[src/rtl/psk_pkg.sv]
// Shared definitions for the PSK symbol unpacker: FSM state encoding and per-byte symbol counts.
// Latency: none, this file holds only types and constants.
// Backpressure: not applicable; imported by psk_symbol_unpack.
package psk_pkg;

   typedef enum logic [1:0] {
      IDLE  = 2'd0,
      SHIFT = 2'd1,
      GAP   = 2'd2
   } psk_state_t;

   localparam int BPSK_SYMS_PER_BYTE = 8;
   localparam int QPSK_SYMS_PER_BYTE = 4;

endpackage

[src/rtl/psk_symbol_unpack.sv]
// Unpacks AXIS words into one BPSK/QPSK symbol per output beat; PSK_UNPACK_LSB_FIRST_EN selects LSB-first order.
// Latency: first symbol one cycle after the input handshake; following words of a packet load with no bubble.
// Backpressure: m_tready stalls the symbol counter; s_tready opens in IDLE or on the last symbol of a non-final word.
module psk_symbol_unpack
   import psk_pkg::*;
#(
   parameter int IN_BYTES  = 1,
   parameter int OUT_BYTES = 1
) (
   input  logic                   clk,
   input  logic                   rst,
   input  logic [IN_BYTES*8-1:0]  s_tdata,
   input  logic                   s_tvalid,
   input  logic                   s_tlast,
   input  logic                   s_tuser,
   output logic                   s_tready,
   output logic [OUT_BYTES*8-1:0] m_tdata,
   output logic                   m_tvalid,
   output logic                   m_tlast,
   output logic                   m_tuser,
   input  logic                   m_tready
);

   localparam int W  = IN_BYTES * 8;
   localparam int CW = $clog2(8 * IN_BYTES);
   localparam logic [CW-1:0] LAST_B = CW'(BPSK_SYMS_PER_BYTE * IN_BYTES - 1);
   localparam logic [CW-1:0] LAST_Q = CW'(QPSK_SYMS_PER_BYTE * IN_BYTES - 1);

   psk_state_t    state;
   psk_state_t    state_nxt;
   logic [W-1:0]  sreg;        // current word, shifted so the next symbol sits at the read end
   logic [W-1:0]  sreg_shift;
   logic [CW-1:0] cnt;
   logic [CW-1:0] cnt_inc;
   logic [CW-1:0] last_idx;
   logic          word_last;   // word was latched with s_tlast
   logic          mid_pkt;     // first-word flag: 0 means the next accepted word opens a packet
   logic          accept;
   logic          advance;
   logic          last_sym;
   logic [1:0]    sym;

   // Handshake qualifiers, input ready and next-state selection.
   always_comb begin
      last_idx  = m_tuser ? LAST_B : LAST_Q;
      last_sym  = (cnt == last_idx);
      cnt_inc   = cnt + CW'(1);
      advance   = m_tvalid & m_tready;
      s_tready  = 1'b0;
      state_nxt = state;
      if (!rst) begin
         case (state)
            IDLE:    s_tready = 1'b1;
            SHIFT:   s_tready = advance & last_sym & ~word_last;
            default: s_tready = 1'b0;
         endcase
      end
      accept = s_tvalid & s_tready;
      case (state)
         IDLE: begin
            if (accept) state_nxt = SHIFT;
         end
         SHIFT: begin
            if (advance && last_sym) begin
               if (word_last)   state_nxt = GAP;
               else if (accept) state_nxt = SHIFT;
               else             state_nxt = IDLE;
            end
         end
         GAP:     state_nxt = IDLE;
         default: state_nxt = IDLE;
      endcase
   end

   // Symbol extraction from the read end of the shifter; only bits [1:0] ever carry data.
   always_comb begin
`ifdef PSK_UNPACK_LSB_FIRST_EN
      sym        = m_tuser ? {sreg[0], 1'b0} : sreg[1:0];
      sreg_shift = m_tuser ? (sreg >> 1) : (sreg >> 2);
`else
      sym        = m_tuser ? {sreg[W-1], 1'b0} : sreg[W-1 -: 2];
      sreg_shift = m_tuser ? (sreg << 1) : (sreg << 2);
`endif
      m_tdata      = '0;
      m_tdata[1:0] = sym;
   end

   // State, word shifter, symbol counter and the registered output flags.
   always_ff @(posedge clk) begin
      if (rst) begin
         state     <= IDLE;
         sreg      <= '0;
         cnt       <= '0;
         word_last <= 1'b0;
         mid_pkt   <= 1'b0;
         m_tvalid  <= 1'b0;
         m_tlast   <= 1'b0;
         m_tuser   <= 1'b0;
      end else begin
         state    <= state_nxt;
         m_tvalid <= (state_nxt == SHIFT);
         if (accept) begin
            sreg      <= s_tdata;
            cnt       <= '0;
            word_last <= s_tlast;
            m_tlast   <= 1'b0;   // a word always carries at least four symbols
            mid_pkt   <= ~s_tlast;
            if (!mid_pkt) m_tuser <= s_tuser;
         end else if (advance) begin
            sreg    <= sreg_shift;
            cnt     <= cnt_inc;
            m_tlast <= word_last & ~last_sym & (cnt_inc == last_idx);
         end
      end
   end

endmodule

[config.mk]
export PLATFORM = sky130hd
export DESIGN_NAME = psk_symbol_unpack
export DESIGN_NICKNAME = d
export VERILOG_FILES = /design/src/rtl/psk_pkg.sv /design/src/rtl/psk_symbol_unpack.sv
export SDC_FILE = /design/constraint.sdc
export NUM_CORES = 1
export LEC_CHECK = 0
export CAP_MARGIN = 20
export CORE_AREA = 8 8 59 61
export DETAILED_ROUTE_END_ITERATION = 10
export DIE_AREA = 0 0 67 69
export GPL_TIMING_DRIVEN = 0
export PLACE_DENSITY_LB_ADDON = 0.25
export SYNTH_ARGS = -nofsm -noshare
export SYNTH_HDL_FRONTEND = slang
export SYNTH_SLANG_ARGS = --single-unit
[constraint.sdc]
create_clock -name clk -period 2.5 [get_ports clk]
set_input_delay 0.75 -clock clk [delete_from_list [all_inputs] [get_ports clk]]
set_output_delay 0.75 -clock clk [all_outputs]
set_load 0.05 [all_outputs]
; After elaboration in Yosys (flattened, before gate mapping)
; Index checks and enable logic that the tools add are counted.
[classes]
n_addsub = 1
n_eq_ne = 4
mux = 12
bitwise = 10
n_reduce_logical = 5
[op_table]
columns = op, n
row1 = $mux W8, 3
row2 = $and A1 B1 Y1, 6
row3 = $eq A3 B3 Y1, 2
row4 = $mux W2, 3
row5 = $eq A2 B1 Y1 const B, 2
row6 = $not A1 Y1, 4
row7 = $pmux W2 S2, 1
row8 = $add A3 B1 Y3 const B, 1
row9 = $mux W1, 3
row10 = $mux W3, 1
row11 = $logic_not A2 Y1, 1
row12 = $pmux W1 S2, 1
row13 = $reduce_and A2 Y1, 1
row14 = $reduce_bool A2 Y1, 1
row15 = $reduce_or A2 Y1, 1
row16 = $logic_and A1 B1 Y1, 1
[word_totals]
register_bits = 18
inputBits = 14
out_inout_bits = 12
elab_cells = 40

; Logic depth before layout (Yosys ltp)
; Gate-level depths: netlist (run 1).
[depth]
depth_word = 12
mapped_depth = 6
mapped_depth_nobuf = 5

; Worst setup path before layout (run 1)
; No wires, ideal clock.
[synth_path]
path_type = register to output
from = reg m_tvalid
to = out s_tready
arrival_ns = 1.852
slack_ns = -0.102
path_stages_with_launch = 5
path_cell_list = dfxtp_1 nand3_1 o31ai_4 buf_4 and2_1
[synth_via]
elab_chain_len = 5
[synth_lines]
columns = element, line
row1 = from (decl), psk_symbol_unpack.sv:18  ; output logic m_tvalid,
row2 = from (signal assigned), psk_symbol_unpack.sv:101  ; m_tvalid <= (state_nxt == SHIFT);
row3 = $and A1 B1 Y1, psk_symbol_unpack.sv:48  ; advance = m_tvalid & m_tready;
row4 = $and A1 B1 Y1 (2 in series), psk_symbol_unpack.sv:54  ; SHIFT: s_tready = advance & last_sym & ~word_last;
row5 = $pmux W1 S2, psk_symbol_unpack.sv:52  ; case (state)
row6 = $mux W1, psk_symbol_unpack.sv:51  ; if (!rst) begin
row7 = to (decl), psk_symbol_unpack.sv:16  ; output logic s_tready,
; Every way passes these cells.

; Worst setup path in the final report (run 1)
[layout_path]
from = reg cnt[1]
to = out s_tready
[layout_via]
elab_chain_len = 5
[layout_lines]
columns = element, line
row1 = from (decl), psk_symbol_unpack.sv:33  ; logic [CW-1:0] cnt;
row2 = from (signal assigned), psk_symbol_unpack.sv:111  ; cnt <= cnt_inc;
row3 = $eq A3 B3 Y1, psk_symbol_unpack.sv:46  ; last_sym = (cnt == last_idx);
row4 = $and A1 B1 Y1 (2 in series), psk_symbol_unpack.sv:54
row5 = $pmux W1 S2, psk_symbol_unpack.sv:52
row6 = $mux W1, psk_symbol_unpack.sv:51
; Every way passes these cells.

==> results of run 1 <==
## report_power, final
part	internal (W)	switching [W]	total (W)
clock network	0.0000563	0.0000941	0.000150
logic	0.0000784	0.000101	0.000180
registers	0.000304	0.0000130	0.000317
## repair_timing
| item | 4_1_cts | 5_1_grt |
|---|---|---|
| pin swaps | 1 | 2 |
| cloned | 0 | 0 |
| gates resized for setup | 11 | 4 |
| setup buffers | 3 | 2 |
| setup endpoints to repair | 1 | 2 |
## area by class of cell
type,instances,area [um2],share of cell area (%)
multi-input cells,81,582,43.6
plain buffers,14,103,7.69
clock buffers,3,22.5,1.69
repair buffers,23,220,16.5
flip-flops and latches,18,362,27.1
inverters,2,7.51,0.562
well taps,31,38.8,2.91
## worst max-delay path, delay by kind of cell, from the launching register on
family,cells,cell delay [ps]
adders and majority gates,1,220
DFF,1,380
and+or+nand+nor,2,250
AOI/OAI and AO/OA,1,250
buffers and inverters,2,270
## cell families after synthesis
logic type      synth area share [%]
compound gates                  21.3
xor+xnor                        5.27
fa+ha+maj                       2.45
buf+inv                         10.4
flops                           35.3
mux                             6.86
other cells                    0.367
simple gates                    18.0
## stage by stage
stage	util [%]	worst slack, ps	instance area (um2)	cells	total power [W]
finish	51.1	73.3	1340	172	0.000647
global route	51.1	3.21	1340	172	0.000677
CTS	50.4	22.4	1320	170	0.000650
detailed placement	48.2	-1210	1260	164	0.000496
global placement	48.2	-1190	1260	164	0.000494
floorplan	-	66.4	1040	115	0.000448
## synth_stat cells (3+ instances only)
library cell and instances:
mux2i_1 7, nor2_1 9, dfxtp_1 18, nand2_1 3, a21oi_1 11, clkbuf_1 3, buf_4 8, o31ai_2 5
nor3_1 5, nand3_1 11
## flip-flops by register name (all words and copies together) (netlist names)
signal and flops:
mid_pkt 1, state 2, m_tlast 1, cnt 3, m_tvalid 1, m_tuser 1
word_last 1, sreg 8
## worst max path at each step
stage | from | end | slack, ps | depth (start not counted)
global placement | m_tready | s_tready | -1190 | 6
floorplan | m_tready | s_tready | 70 | 4
detailed placement | m_tready | s_tready | -1210 | 6
CTS | m_tready | s_tready | 20 | 6
global route | cnt[1]$_SDFFE_PP0P_ | s_tready | 3 | 6
finish | cnt[1]$_SDFFE_PP0P_ | s_tready | 70 | 6
## layer usage
layer	share of wire, %	wire (um)	GRT usage, %
met1	42	938	11.0
met2	48	1080	15.1
met3	6.4	143	2.75
met4	2.8	63	6.28
met5	0	0	0
==> impl_metrics.py, run 1 <==
metrics = {
    "drt": {
        "vias": 842,
        "dr.pass1.iters": 4,
        "avgRoutedWirePerCell_um": 12.9,
        "ant_nets": 0,
        "viasPerCell": 4.90,
        "drt_iter0_markers": 9,
        "drc": 0,
        "routed_wirelength_um": 2230,
    },
    "grt": {
        "grt.total_usage_pct": 9.66,
        "grt_pass1_vias": 794,
        "antenna_found_initial": 0,
        "grt_max_degree": 11,
        "grt_pass1_wl_um": 3530,
        "overflow": 0,
    },
    "power": {
        "vdd_ir_drop_max_uv": 240,
        "p_leak_nw": 0.526,
        "powerDensity_nw_per_um2": 484,
    },
    "placement": {
        "io_buffers": 18,
        "gp_congestion": 0.742,
        "hpwl_um": 1610,
    },
    "worst_setup_path": {
        "critPathLaunchType": "flip-flop",
        "worstPathCellList": "ha_2 > nand3_2 > o31ai_4 > buf_6 > and2_2 > buf_8",
        "crit_required_ps": 1750,
        "critPathCaptureType": "output pin",
        "ff2ff_setup_slack_ps": 790,
        "cp_max_fo": 3,
        "max_stage_delay_ps": 380,
        "rr_endpoint": "sreg[5]$_SDFFE_PP0P_",
        "arrival_ps": 1680,
        "r2r-start": "cnt[1]$_SDFFE_PP0P_",
        "cp_slowest_cell": "dfxtp_1",
        "rr_worst_depth": 8,
        "criticalPathCategory": "reg -> out",
    },
    "run": {
        "cap_violations": 0,
    },
    "timing": {
        "period_minus_slack_ps": 2430,
        "fmax_ghz": 0.412,
        "tns_ps": 0,
        "tightest_slew_ps": 587,
        "rsz0062_at_grt": "false",
        "final_hold_viol_count": 0,
        "maxSlewHeadroom_pct": 60.8,
        "fin_skew_ps": 3.23,
        "setup_viol": 0,
        "slew_viol_final": 0,
        "timing.final.crit_share_pct": 97.1,
        "holdWs_ps": 507,
    },
    "clock_tree": {
        "cts_tree": "done",
        "clock_latency_ps": 300,
        "clock_sinks": 18,
        "cts_buffer_depth": 2,
        "clk_pin_slew_ps": 100,
        "hold_buffers": 0,
        "numCtsBuffers": 3,
        "cts_root_buf": "clkbuf_4",
        "cts_max_level": 1,
    },
    "floorplanning": {
        "core_um2": 2620,
        "start_util_pct": 39.0,
        "die_x_um": 67,
        "std_cell_rows": 19,
        "die_area_um2": 4620,
        "die-height_um": 69,
        "pin_count": 26,
    },
    "layout": {
        "nets": 159,
        "fillers": 269,
        "drive_gt1_share_pct": 25.5,
        "area_growth_pct": 30.8,
        "final_common_cell": "dfxtp_1",
        "antennaDiodeCount": 0,
        "final_cell_mix": "dfxtp_1, clkdlybuf4s50_1, buf_4",
    },
    "min_path": {
        "holdPathStages": 2,
        "hold_path.startpoint": "mid_pkt$_SDFFE_PP0P_",
        "hold_path_end": "mid_pkt$_SDFFE_PP0P_",
        "min_path_type": "reg -> reg",
    },
    "logic_synthesis": {
        "synth_top_area_share_pct": 35.3,
        "yosysSeqAreaShare_pct": 35.3,
        "ys_types": 31,
        "yosys_warnings": 0,
        "synth_area_um2": 1020,
        "syn_avg_cell_area_um2": 9.28,
        "synth_area_leaders": "dfxtp_1, mux2i_1, o31ai_2",
        "synthArstFlopShare_pct": 0,
        "synthCells": 110,
        "synth_top_cell_by_area": "dfxtp_1",
        "synth_edf_count": 0,
        "synth-seq-cells": 18,
        "synthFlopType": "dfxtp_1",
    },
    "run_status": {
        "status": "completed",
    },
}
No activity file was read; power rests on OpenSTA's default activity.
==> run 2: changes to the inputs <==
- CORE_AREA: 8 8 59 61 -> 2 2 53 55
- DIE_AREA: 0 0 67 69 -> 0 0 55 57
==> impl_metrics.py, run 2 (synthesis results as in run 1) <==
metrics = {
    "power": {
        "vdd_ir_drop_max_uv": 292,
        "powerDensity_nw_per_um2": 504,
        "p_leak_nw": 0.525,
        "finalPower_w": 0.000673,
    },
    "grt": {
        "overflow": 0,
        "grt_pass1_wl_um": 3500,
        "grt.total_usage_pct": 15.0,
        "grt_max_degree": 11,
        "grt_pass1_vias": 821,
        "antenna_found_initial": 0,
    },
    "layout": {
        "final_common_cell": "dfxtp_1",
        "fin_util_pct": 51.1,
        "largest_registers": "sreg (8), cnt (3), state (2)",
        "design_area_um2": 1340,
        "drive_gt1_share_pct": 25.7,
        "largest_register_ffs": 8,
        "nets": 157,
        "area_growth_pct": 30.8,
        "antennaDiodeCount": 0,
        "top_register": "sreg",
        "final_cell_mix": "dfxtp_1, clkdlybuf4s50_1, a21oi_1",
    },
    "drt": {
        "viasPerCell": 4.94,
        "ant_nets": 0,
        "drc": 0,
        "vias": 845,
        "dr.pass1.iters": 2,
        "avgRoutedWirePerCell_um": 11.5,
        "drt_iter0_markers": 10,
        "routed_wirelength_um": 1960,
    },
    "min_path": {
        "hold_path_end": "mid_pkt$_SDFFE_PP0P_",
        "min_path_type": "reg -> reg",
        "hold_path.startpoint": "mid_pkt$_SDFFE_PP0P_",
        "holdPathStages": 2,
    },
    "run_status": {
        "status": "completed",
    },
    "clock_tree": {
        "cts_root_buf": "clkbuf_4",
        "cts_max_level": 1,
        "clk_pin_slew_ps": 100,
        "clock_latency_ps": 300,
        "clock_sinks": 18,
        "cts_buffer_depth": 2,
        "cts_tree": "done",
        "numCtsBuffers": 3,
    },
    "floorplanning": {
        "start_util_pct": 39.0,
        "die-height_um": 57,
        "core_um2": 2620,
        "pin_count": 26,
        "std_cell_rows": 19,
        "die_x_um": 55,
        "die_area_um2": 3140,
    },
    "worst_setup_path": {
        "cp_max_fo": 3,
        "crit_required_ps": 1750,
        "critPathCaptureType": "output pin",
        "cp_slowest_cell": "o31ai_4",
        "criticalPathCategory": "in -> out",
        "cp_num_buf_inv": 3,
        "rr_endpoint": "sreg[4]$_SDFFE_PP0P_",
        "ff2ff_setup_slack_ps": 920,
        "cp_top_family": "buffers and inverters",
        "critPathLaunchType": "primary input",
        "worstPathCellList": "clkbuf_2 > nand3_2 > o31ai_4 > buf_6 > and2_2 > buf_8",
        "max_stage_delay_ps": 260,
        "rr_worst_depth": 7,
        "arrival_ps": 1640,
        "r2r-start": "cnt[1]$_SDFFE_PP0P_",
    },
    "placement": {
        "gp_congestion": 0.769,
        "hpwl_um": 1460,
        "placed_area_um2": 1260,
        "io_buffers": 18,
    },
    "timing": {
        "period_minus_slack_ps": 2390,
        "slew_viol_final": 0,
        "rsz0062_at_grt": "false",
        "setup_viol": 0,
        "fmax_ghz": 0.418,
        "maxSlewHeadroom_pct": 59.0,
        "timing.final.crit_share_pct": 95.7,
        "fin_skew_ps": 5.68,
        "final_hold_viol_count": 0,
        "tightest_slew_ps": 615,
    },
    "run": {
        "cap_violations": 0,
    },
}
## run 2: cell types whose count changed in the layout (fill, tap and decap cells not counted), sizes merged
cell    change
buf         -2
clkbuf      +1
## run 2: power breakdown
part	switching, W	total (W)	internal [W]	leakage [nW]
clock	0.0000908	0.000180	0.0000888	0.0210
sequential	0.0000129	0.000316	0.000304	0.148
combinational	0.0000998	0.000177	0.0000770	0.356
total	0.000203	0.000673	0.000469	0.525
## run 2: cell type report
| class | count | area [um2] |
|---|---|---|
| Tap cell | 31 | 38.8 |
| Buffer | 14 | 103 |
| Inverter | 2 | 7.51 |
| Fill cell | 271 | 1280 |
| Clock buffer | 4 | 36.3 |
| Sequential cell | 18 | 363 |
| Timing Repair Buffer | 21 | 205 |
| Multi-Input combinational cell | 81 | 582 |
## run 2: worst max-delay path by stage
stage                                   start       end  slack (ps)  depth (start not counted)
after floorplan                      m_tready  s_tready          70                          4
after global placement               m_tready  s_tready       -1190                          6
after detailed placement             m_tready  s_tready       -1190                          6
after CTS                            m_tready  s_tready          20                          6
after global routing      cnt[0]$_SDFFE_PP0P_  s_tready          30                          6
final                                m_tready  s_tready         110                          6
## run 2: through the flow
stage / hold slack (ps) / std cells / setup slack [ps] / TNS, ps
final: 481 / 171 / 109 / 0
after global routing: 523 / 171 / 31.6 / 0
after CTS: 484 / 171 / 18.4 / 0
after detailed placement: 467 / 164 / -1190 / -1190
after global placement: 466 / 164 / -1190 / -1190
after floorplan: 453 / 115 / 66.4 / 0
## run 2: timing repair
| item | 4_1_cts | 5_1_grt |
|---|---|---|
| hold buffers | 0 | 0 |
| cloned | 0 | 0 |
| setup buffers | 3 | 0 |
| setup endpoints to repair | 1 | 2 |
| resized for setup | 11 | 5 |
| endpoints found under the hold margin | 0 | 0 |
| pin swaps | 1 | 2 |
## run 2: per-layer routing
metal  share of wire [%]  wire (um)  up-vias  global-route usage [%]
met5                   0          0        -                       0
met4                 1.7         34        0                    6.27
met3                 4.2         82        4                    2.36
met2                  48        943       14                    23.6
met1                  46        903      388                    19.9
li1                    -          -      439                       -
## run 2: tightest hold or removal path: stages (launching register included)
cell	delay, ps
dfxtp_1	320
nand2b_1	60
mux2i_1	60
==> run 3: changes to the inputs <==
- CELL_PAD_IN_SITES_DETAIL_PLACEMENT: unset -> 0
- CELL_PAD_IN_SITES_GLOBAL_PLACEMENT: unset -> 1
- CORE_AREA: 2 2 53 55 -> 2 2 58 60
- DIE_AREA: 0 0 55 57 -> 0 0 60 62
==> impl_metrics.py, run 3 (synthesis results as in run 1) <==
metrics = {
    "run_status": {
        "status": "completed",
    },
    "grt": {
        "grt.total_usage_pct": 12.9,
        "overflow": 0,
        "grt_pass1_wl_um": 3530,
        "antenna_found_initial": 0,
        "grt_pass1_vias": 775,
        "grt_max_degree": 11,
    },
    "worst_setup_path": {
        "critPathLaunchType": "flip-flop",
        "ff2ff_setup_slack_ps": 900,
        "cp_num_buf_inv": 2,
        "critPathCaptureType": "output pin",
        "max_stage_delay_ps": 360,
        "cp_top_family": "flip-flops",
        "cp_max_fo": 2,
        "criticalPathCategory": "reg -> out",
        "arrival_ps": 1660,
        "crit_required_ps": 1750,
        "cp_slowest_cell": "dfxtp_1",
        "worstPathCellList": "ha_1 > nand3_2 > o31ai_4 > buf_6 > and2_2 > buf_8",
    },
    "placement": {
        "hpwl_um": 1540,
        "gp_congestion": 0.755,
        "io_buffers": 18,
    },
    "power": {
        "intPower_w": 0.000469,
        "pwr-share-clk_pct": 26.9,
        "p_leak_nw": 0.528,
        "switching_power_w": 0.000208,
        "powerDensity_nw_per_um2": 501,
        "swShare_pct": 30.7,
        "pwr-share-seq_pct": 46.8,
        "vdd_ir_drop_max_uv": 229,
        "combPwrFrac_pct": 26.3,
    },
    "timing": {
        "maxSlewHeadroom_pct": 58.6,
        "holdWs_ps": 485,
        "fmax_ghz": 0.415,
        "tns_ps": 0,
        "tightest_slew_ps": 621,
        "final_hold_viol_count": 0,
        "rsz0062_at_grt": "false",
        "timing.final.crit_share_pct": 96.3,
        "setup_viol": 0,
        "fin_skew_ps": 7.32,
        "period_minus_slack_ps": 2410,
        "slew_viol_final": 0,
    },
    "drt": {
        "ant_nets": 0,
        "vias": 846,
        "dr.pass1.iters": 4,
        "drc": 0,
        "routed_wirelength_um": 2120,
        "viasPerCell": 4.55,
        "drt_iter0_markers": 11,
        "avgRoutedWirePerCell_um": 11.4,
    },
    "layout": {
        "top_register": "sreg",
        "final_common_cell": "dfxtp_1",
        "nets": 157,
        "antennaDiodeCount": 0,
        "fillers": 333,
        "drive_gt1_share_pct": 25.0,
        "largest_register_ffs": 8,
        "largest_registers": "sreg (8), cnt (3), state (2)",
        "final_cell_mix": "dfxtp_1, clkdlybuf4s50_1, a21oi_1",
        "area_growth_pct": 32.4,
    },
    "clock_tree": {
        "clk_pin_slew_ps": 110,
        "cts_max_level": 1,
        "clock_sinks": 18,
        "cts_tree": "done",
        "hold_buffers": 0,
        "numCtsBuffers": 3,
        "cts_root_buf": "clkbuf_4",
        "cts_buffer_depth": 2,
        "clock_latency_ps": 290,
    },
    "min_path": {
        "min_path_type": "reg -> reg",
    },
    "floorplanning": {
        "core_um2": 3180,
        "die-height_um": 62,
        "std_cell_rows": 21,
        "start_util_pct": 32.1,
        "die_area_um2": 3720,
        "pin_count": 26,
        "die_x_um": 60,
    },
    "run": {
        "cap_violations": 0,
    },
}
run 3: cell type report:
cell class	instances	area [um2]	area share, %
inverters	2	7.51	0.556
multi-input cells	81	579	42.9
repair buffers	21	205	15.2
well taps	46	57.6	4.26
plain buffers	14	103	7.59
clock buffers	4	36.3	2.69
flip-flops and latches	18	363	26.9
run 3: stage by stage:
| step | power, W | cells | utilization [%] | setup slack [ps] | instance area (um2) |
|---|---|---|---|---|---|
| 6_report | 0.000677 | 186 | 42.5 | 92.3 | 1350 |
| 5_1_grt | 0.000712 | 186 | 42.5 | 14.4 | 1350 |
| 4_1_cts | 0.000689 | 186 | 42.5 | 26.8 | 1350 |
| 3_5_place_dp | 0.000497 | 179 | 40.3 | -1200 | 1280 |
| 3_3_place_gp | 0.000495 | 179 | 40.3 | -1210 | 1280 |
| 2_1_floorplan | 0.000448 | 115 | - | 66.4 | 1040 |
run 3: worst paths after layout:
path                             start                   end  cells after the start
setup / recovery   cnt[0]$_SDFFE_PP0P_              s_tready                      6
hold reg to reg   mid_pkt$_SDFFE_PP0P_  mid_pkt$_SDFFE_PP0P_                      2
setup reg to reg   cnt[0]$_SDFFE_PP0P_  sreg[6]$_SDFFE_PP0P_                      7
hold / removal    mid_pkt$_SDFFE_PP0P_  mid_pkt$_SDFFE_PP0P_                      2
run 3: worst min-delay path, stage by stage, from the launching register on:
cell and delay (ps):
dfxtp_1 320, nand2b_1 60, mux2i_1 60
run 3: routing by layer:
layer / GRT usage, % / up-vias / wire length [um]
met5: 0 / - / 0
met4: 4.76 / 0 / 24
met3: 2.48 / 2 / 86
met2: 21.0 / 15 / 968
met1: 17.0 / 393 / 1040
li1: - / 436 / -
run 3: what timing repair did:
| item | in CTS | in global routing |
|---|---|---|
| gates cloned | 0 | 0 |
| pin swaps | 2 | 1 |
| resized for setup | 12 | 3 |
| setup buffers | 3 | 0 |
| setup endpoints to repair | 1 | 2 |
run 3: power by group through the flow:
stage / sequential, W / clock [W] / combinational (W)
2_1_floorplan: 0.000329 / 0 / 0.000120
3_3_place_gp: 0.000323 / 0 / 0.000172
3_5_place_dp: 0.000323 / 0 / 0.000174
4_1_cts: 0.000317 / 0.000192 / 0.000180
5_1_grt: 0.000319 / 0.000200 / 0.000193
6_report: 0.000317 / 0.000182 / 0.000178
==> RTL change 1 (flow settings as in run 2) <==
Add a define of `PSK_UNPACK_LSB_FIRST_EN`.
--- a/src/rtl/psk_symbol_unpack.sv
+++ b/src/rtl/psk_symbol_unpack.sv
@@ -1,6 +1,8 @@
 // Unpacks AXIS words into one BPSK/QPSK symbol per output beat; PSK_UNPACK_LSB_FIRST_EN selects LSB-first order.
 // Latency: first symbol one cycle after the input handshake; following words of a packet load with no bubble.
 // Backpressure: m_tready stalls the symbol counter; s_tready opens in IDLE or on the last symbol of a non-final word.
+`define PSK_UNPACK_LSB_FIRST_EN
+
 module psk_symbol_unpack
    import psk_pkg::*;
 #(
Formal check against the unedited RTL: not equivalent (Yosys sat finds a counterexample within 4 cycles, from zero or initial values and one cycle with rst high).
==> RTL change 1 against run 2 <==
Routed wire length rose by 6.4%. Synthesized cell count did not move. Setup slack got worse by 0.035 ns. Critical path depth did not move. Sequential cell count did not move. Maximum frequency fell by 1.5%. Global-route usage did not move. Register-to-register slack got worse by 0.06 ns. Area after synthesis fell by 3.8%. Sequential power rose by 3%. Cell area fell by 1.4%. Power rose by 4.1%. Core utilization fell by 0.72 points. Largest power group unchanged.
==> RTL change 1: results (changes against run 2) <==
- Run status: finished, final reports clean
- Launching point of the worst reg2reg path: cnt[0]$_SDFFE_PP0P_
- Max Buffers Root-to-Sink: 2 (unchanged)
- Gp weighted congestion: 0.746 (-3.1%)
- Cell chosen for the clock root: clkbuf_4
- Number of iterations in the first detailed-routing pass: 4 (+2)
- Number of fill cells: 247 (-8.9%)
- Arrival time of data at the critical path endpoint: 1.68 ns (+0.04 ns)
- Post-synthesis async set-or-reset flop share: 0% (unchanged)
- Reg-to-reg slack, setup: 0.86 ns (-0.06 ns)
- Slowest CP cell: o31ai_4
- Clock latency of the later-clocked register in the worst-skew pair: 0.29 ns
- Antenna violations before repair: 0 (unchanged)
- Maximum clock frequency: 412 MHz (-1.5%)
- Yosys Warn Count: 0 (unchanged)
- Reg-to-Reg End: sreg[6]$_SDFFE_PP0P_
- Pin count of the biggest net entering global routing: 11 (unchanged)
- Register area share after synthesis: 36.7% (+1.4 points)
- Half-perimeter wire length after detailed placement: 1490 µm (+2.0%)
- Layout Nets: 158 (+0.64%)
- Number of vias per cell after detailed routing: 4.90 (-0.82%)
- Worst hold-check path type: reg -> reg
- Worst voltage drop across the vdd grid: 378 µV (+29%)
- Synth cell count leaders: 18 x dfxtp_1, 11 x a21oi_1, 11 x nand3_1
- Leakage dissipation: 0.517 nW (-1.6%)
- Predominant post-synthesis flop cell: dfxtp_1
- Number of buffer cells added on primary ports: 18 (unchanged)
- GRT Resource Usage Total: 15.0% (unchanged)
- Highest fanout seen on the critical path: 3 (unchanged)
- Number of cells produced by synthesis: 110 (unchanged)
- Registers with the most flip-flops: sreg x8, cnt x3, state x2
- Post-Route WL: 2090 µm (+6.4%)
- Total CTS buffers: 3 (unchanged)
- Vias in the first global route: 809 (-1.5%)
- Wire length of the first global-routing pass: 3480 µm (-0.60%)
- Share of final-layout standard cells stronger than drive strength 1: 27.7% (+1.9 points)
- Iteration-0 DRC Markers: 9 (-1)
- Delay of the slowest cell on the worst path: 0.30 ns (+0.04 ns)
- Clock slew at reported path FFs: 0.10 ns (about the same)
- Start point of the worst hold path: mid_pkt$_SDFFE_PP0P_
- Clock tree skew after final layout: 0.00127 ns (-0.00441 ns)
- Post-detailed-route DRC marker count: 0 (unchanged)
- CTS H-Tree Depth: 1 (unchanged)
- Max_slew headroom: 66.7% (+7.7 points)
- Antenna Cells: 0 (unchanged)
- Cell types with the largest area share after synthesis: dfxtp_1 37%, o31ai_2 8.9%, mux2i_1 7.1%
- R2R depth: 7 (unchanged)
- Count of cell types in the netlist: 29 (-6.5%)
- Setup Slack @ Placement: -1.30 ns (-0.102 ns)
RTL change 1: cell types whose count changed after synthesis, moves of 2 or more:
cell / before / now
a21boi_0: 2 / 0
buf_2: 1 / 4
buf_6: 2 / 0
clkbuf_1: 3 / 1
o31ai_1: 1 / 3
o31ai_2: 5 / 7
o31ai_4: 2 / 0
RTL change 1: final cells by class:
cell class                      instances  share of cell area (%)
Tap cell                               31                    2.95
Buffer                                 13                    6.75
Inverter                                2                   0.570
Sequential cell                        18                    27.7
Clock buffer                            4                    2.76
Timing Repair Buffer                   22                    16.0
Multi-Input combinational cell         82                    43.3
RTL change 1: through the flow:
stage	cells	hold slack (ns)	instance area [µm²]	TNS (ns)	total power [mW]
after global placement	164	0.468	1220	-1.30	0.512
after detailed placement	164	0.469	1220	-1.31	0.515
final	172	0.481	1320	0	0.701
after global routing	172	0.502	1320	0	0.739
after floorplan	115	0.452	1000	0	0.460
after CTS	171	0.487	1310	0	0.710
RTL change 1: routing by layer:
metal / track usage [%] / vias up / part of all wire, %
li1: - / 443 / -
met1: 19.1 / 383 / 47
met2: 25.0 / 17 / 49
met3: 4.71 / 0 / 4.5
met4: 2.09 / 0 / 0
met5: 0 / - / 0
RTL change 1: worst min-delay path: stages, from the launching register on:
cell and delay, ns:
dfxtp_1 0.32, nand2b_1 0.06, mux2i_1 0.06
RTL change 1: worst max path at each step:
stage / start / to / depth (start not counted)
5_1_grt: cnt[0]$_SDFFE_PP0P_ / s_tready / 6
2_1_floorplan: m_tready / s_tready / 4
6_report: m_tready / s_tready / 6
4_1_cts: m_tready / s_tready / 6
3_3_place_gp: m_tready / s_tready / 6
3_5_place_dp: m_tready / s_tready / 6
RTL change 1: cells by family (layout without fill, tap and decap cells):
logic type                 Yosys count  in the layout  share of synthesized area [%]
and+or+nand+nor                     36             36                           18.5
AOI/OAI and AO/OA                   26             26                           20.4
DFF                                 18             18                           36.7
buffers and inverters               15             41                           8.92
muxes                                8              8                           8.28
xor gates and xnor gates             4              4                           4.33
adders and majority gates            2              2                           2.55
other                                1              6                          0.382
RTL change 1: what timing repair did:
action	4_1_cts	5_1_grt
hold buffers	0	0
resized for setup	18	5
endpoints found under the hold margin	0	0
setup buffers	3	1
setup endpoints to repair	3	1
pin swaps	1	1
RTL change 1: report_power, final:
group / internal (mW) / switching [mW]
clock network: 0.0888 / 0.0921
registers: 0.307 / 0.0179
logic: 0.0821 / 0.113
total: 0.478 / 0.223
==> RTL change 2 (flow settings as in run 2) <==
Without the edit above. The 3 states of `psk_state_t` get a one-hot encoding in 3 bits.
--- a/src/rtl/psk_pkg.sv
+++ b/src/rtl/psk_pkg.sv
@@ -3,10 +3,10 @@
 // Backpressure: not applicable; imported by psk_symbol_unpack.
 package psk_pkg;
 
-   typedef enum logic [1:0] {
-      IDLE  = 2'd0,
-      SHIFT = 2'd1,
-      GAP   = 2'd2
+   typedef enum logic [2:0] {
+      IDLE  = 3'b001,
+      SHIFT = 3'b010,
+      GAP   = 3'b100
    } psk_state_t;
 
    localparam int BPSK_SYMS_PER_BYTE = 8;
Function: same outputs for any inputs over 10 cycles, from zero or initial values and one cycle with rst high; not proved beyond that.
==> RTL change 2 against run 2 <==
Area after synthesis is 0.49% higher. Power is 4.0% higher. Routed wire length is 17% higher. Sequential power is 8.2% higher. Setup slack worse by 0.065 ns. Largest power group unchanged. Global-route usage is 0.94 points higher. Largest cell class unchanged. Count of clock-buffer cells in the layout is 1 lower. Cell area is 0.66% higher. Highest routed layer unchanged. Sequential cell count is 1 higher. Critical path type is now reg -> out.
==> RTL change 2: results (changes against run 2) <==
- Registers with the most flip-flops: sreg x8, cnt x3, state x3
- Multi-input gate share of the layout cell area: 42.9% (-0.66 points)
- Setup Slack @ Placement: -1.34 ns (-0.146 ns)
- Half-perimeter wire length after detailed placement: 1640 µm (+12%)
- GR met3 Demand/Resource: 4.19% (+1.8 points)
- Multi-Input Combinational: 86 (+6.2%)
- Routed metal-1 wire length: 1090 µm (+20%)
- Clock tree skew after final layout: 0.00154 ns (-0.00414 ns)
- Register area share after synthesis: 37.1% (+1.8 points)
- Detailed route wirelength on metal3: 99 µm (+21%)
- Proportion of total power due to net switching: 32.2% (+2.0 points)
- Share of power burned in registers: 48.8% (+1.8 points)
- Clk power: 155 µW (-14%)
- Arrival time of data at the critical path endpoint: 1.71 ns (+0.07 ns)
- Clk_buf instances: 3 (-1)
- Vias in the first global route: 868 (+5.7%)
- Met2 track utilization from global routing: 23.3% (-0.34 points)
- Avg Inst Size Synth: 8.69 µm² (-6.3%)
- Worst voltage drop across the vdd grid: 337 µV (+16%)
- Slowest CP cell: dfxtp_1
- Dominant delay contributor by cell family on the critical path: flip-flops
- Wire length on met2: 1080 µm (+14%)
- Area fraction in compound gates after synthesis: 20.6% (-0.71 points)
- Clock tree cell share of total cell area: 2.05% (-0.67 points)
- Pin count of the biggest net entering global routing: 12 (+1)
- Cell types with the largest area share after synthesis: dfxtp_1 37%, nand3_1 6.8%, buf_4 5.1%
- Non-filler instance count after layout: 179 (+4.7%)
- Synth cell count leaders: 19 x dfxtp_1, 14 x nand3_1, 10 x nor2_1
- P per Cell Area: 521 mW/mm² (+3.4%)
- Number of fill cells: 260 (-4.1%)
- Number of non-clock buffers: 36 (+2.9%)
- Share of final-layout standard cells stronger than drive strength 1: 20.3% (-5.4 points)
- Count of inverters other than clock inverters in the layout: 3 (+1)
- Reg-to-reg slack, setup: 0.53 ns (-0.39 ns)
- Run status: finished, final reports clean
- Maximum clock frequency: 407 MHz (-2.6%)
- Non-clock buffering overhead in the final layout: 22.9% (-0.15 points)
- Area occupied by registers: 382 µm² (+5.2%)
- Final cell area excluding filler cells: 0.00134 mm² (+0.66%)
- Reg-to-Reg End: sreg[7]$_SDFFE_PP0P_
==> RTL change 2: cell count changes after synthesis, sizes merged, moves of 3 or more <==
| cell | run 2 | this run |
|---|---|---|
| nor2b | 2 | 8 |
| nand3 | 11 | 14 |
| a211oi | 0 | 5 |
| o31ai | 8 | 2 |
| xor2 | 3 | 0 |
| xnor2 | 1 | 4 |
| mux2i | 7 | 1 |
| a21oi | 11 | 2 |
| o41ai | 0 | 7 |
==> RTL change 2: kinds of logic (layout without fill, tap and decap cells) <==
family          after synthesis  after routing
mux                           1              1
fa+ha+maj                     2              2
flops                        19             19
xor+xnor                      4              4
compound gates               23             23
other cells                   1              6
simple gates                 50             50
buf+inv                      18             43
==> RTL change 2: timing repair <==
item | CTS | global route
endpoints found under the setup margin | 2 | 3
pin swaps | 1 | 0
gates resized for setup | 16 | 4
buffers inserted | 3 | 1
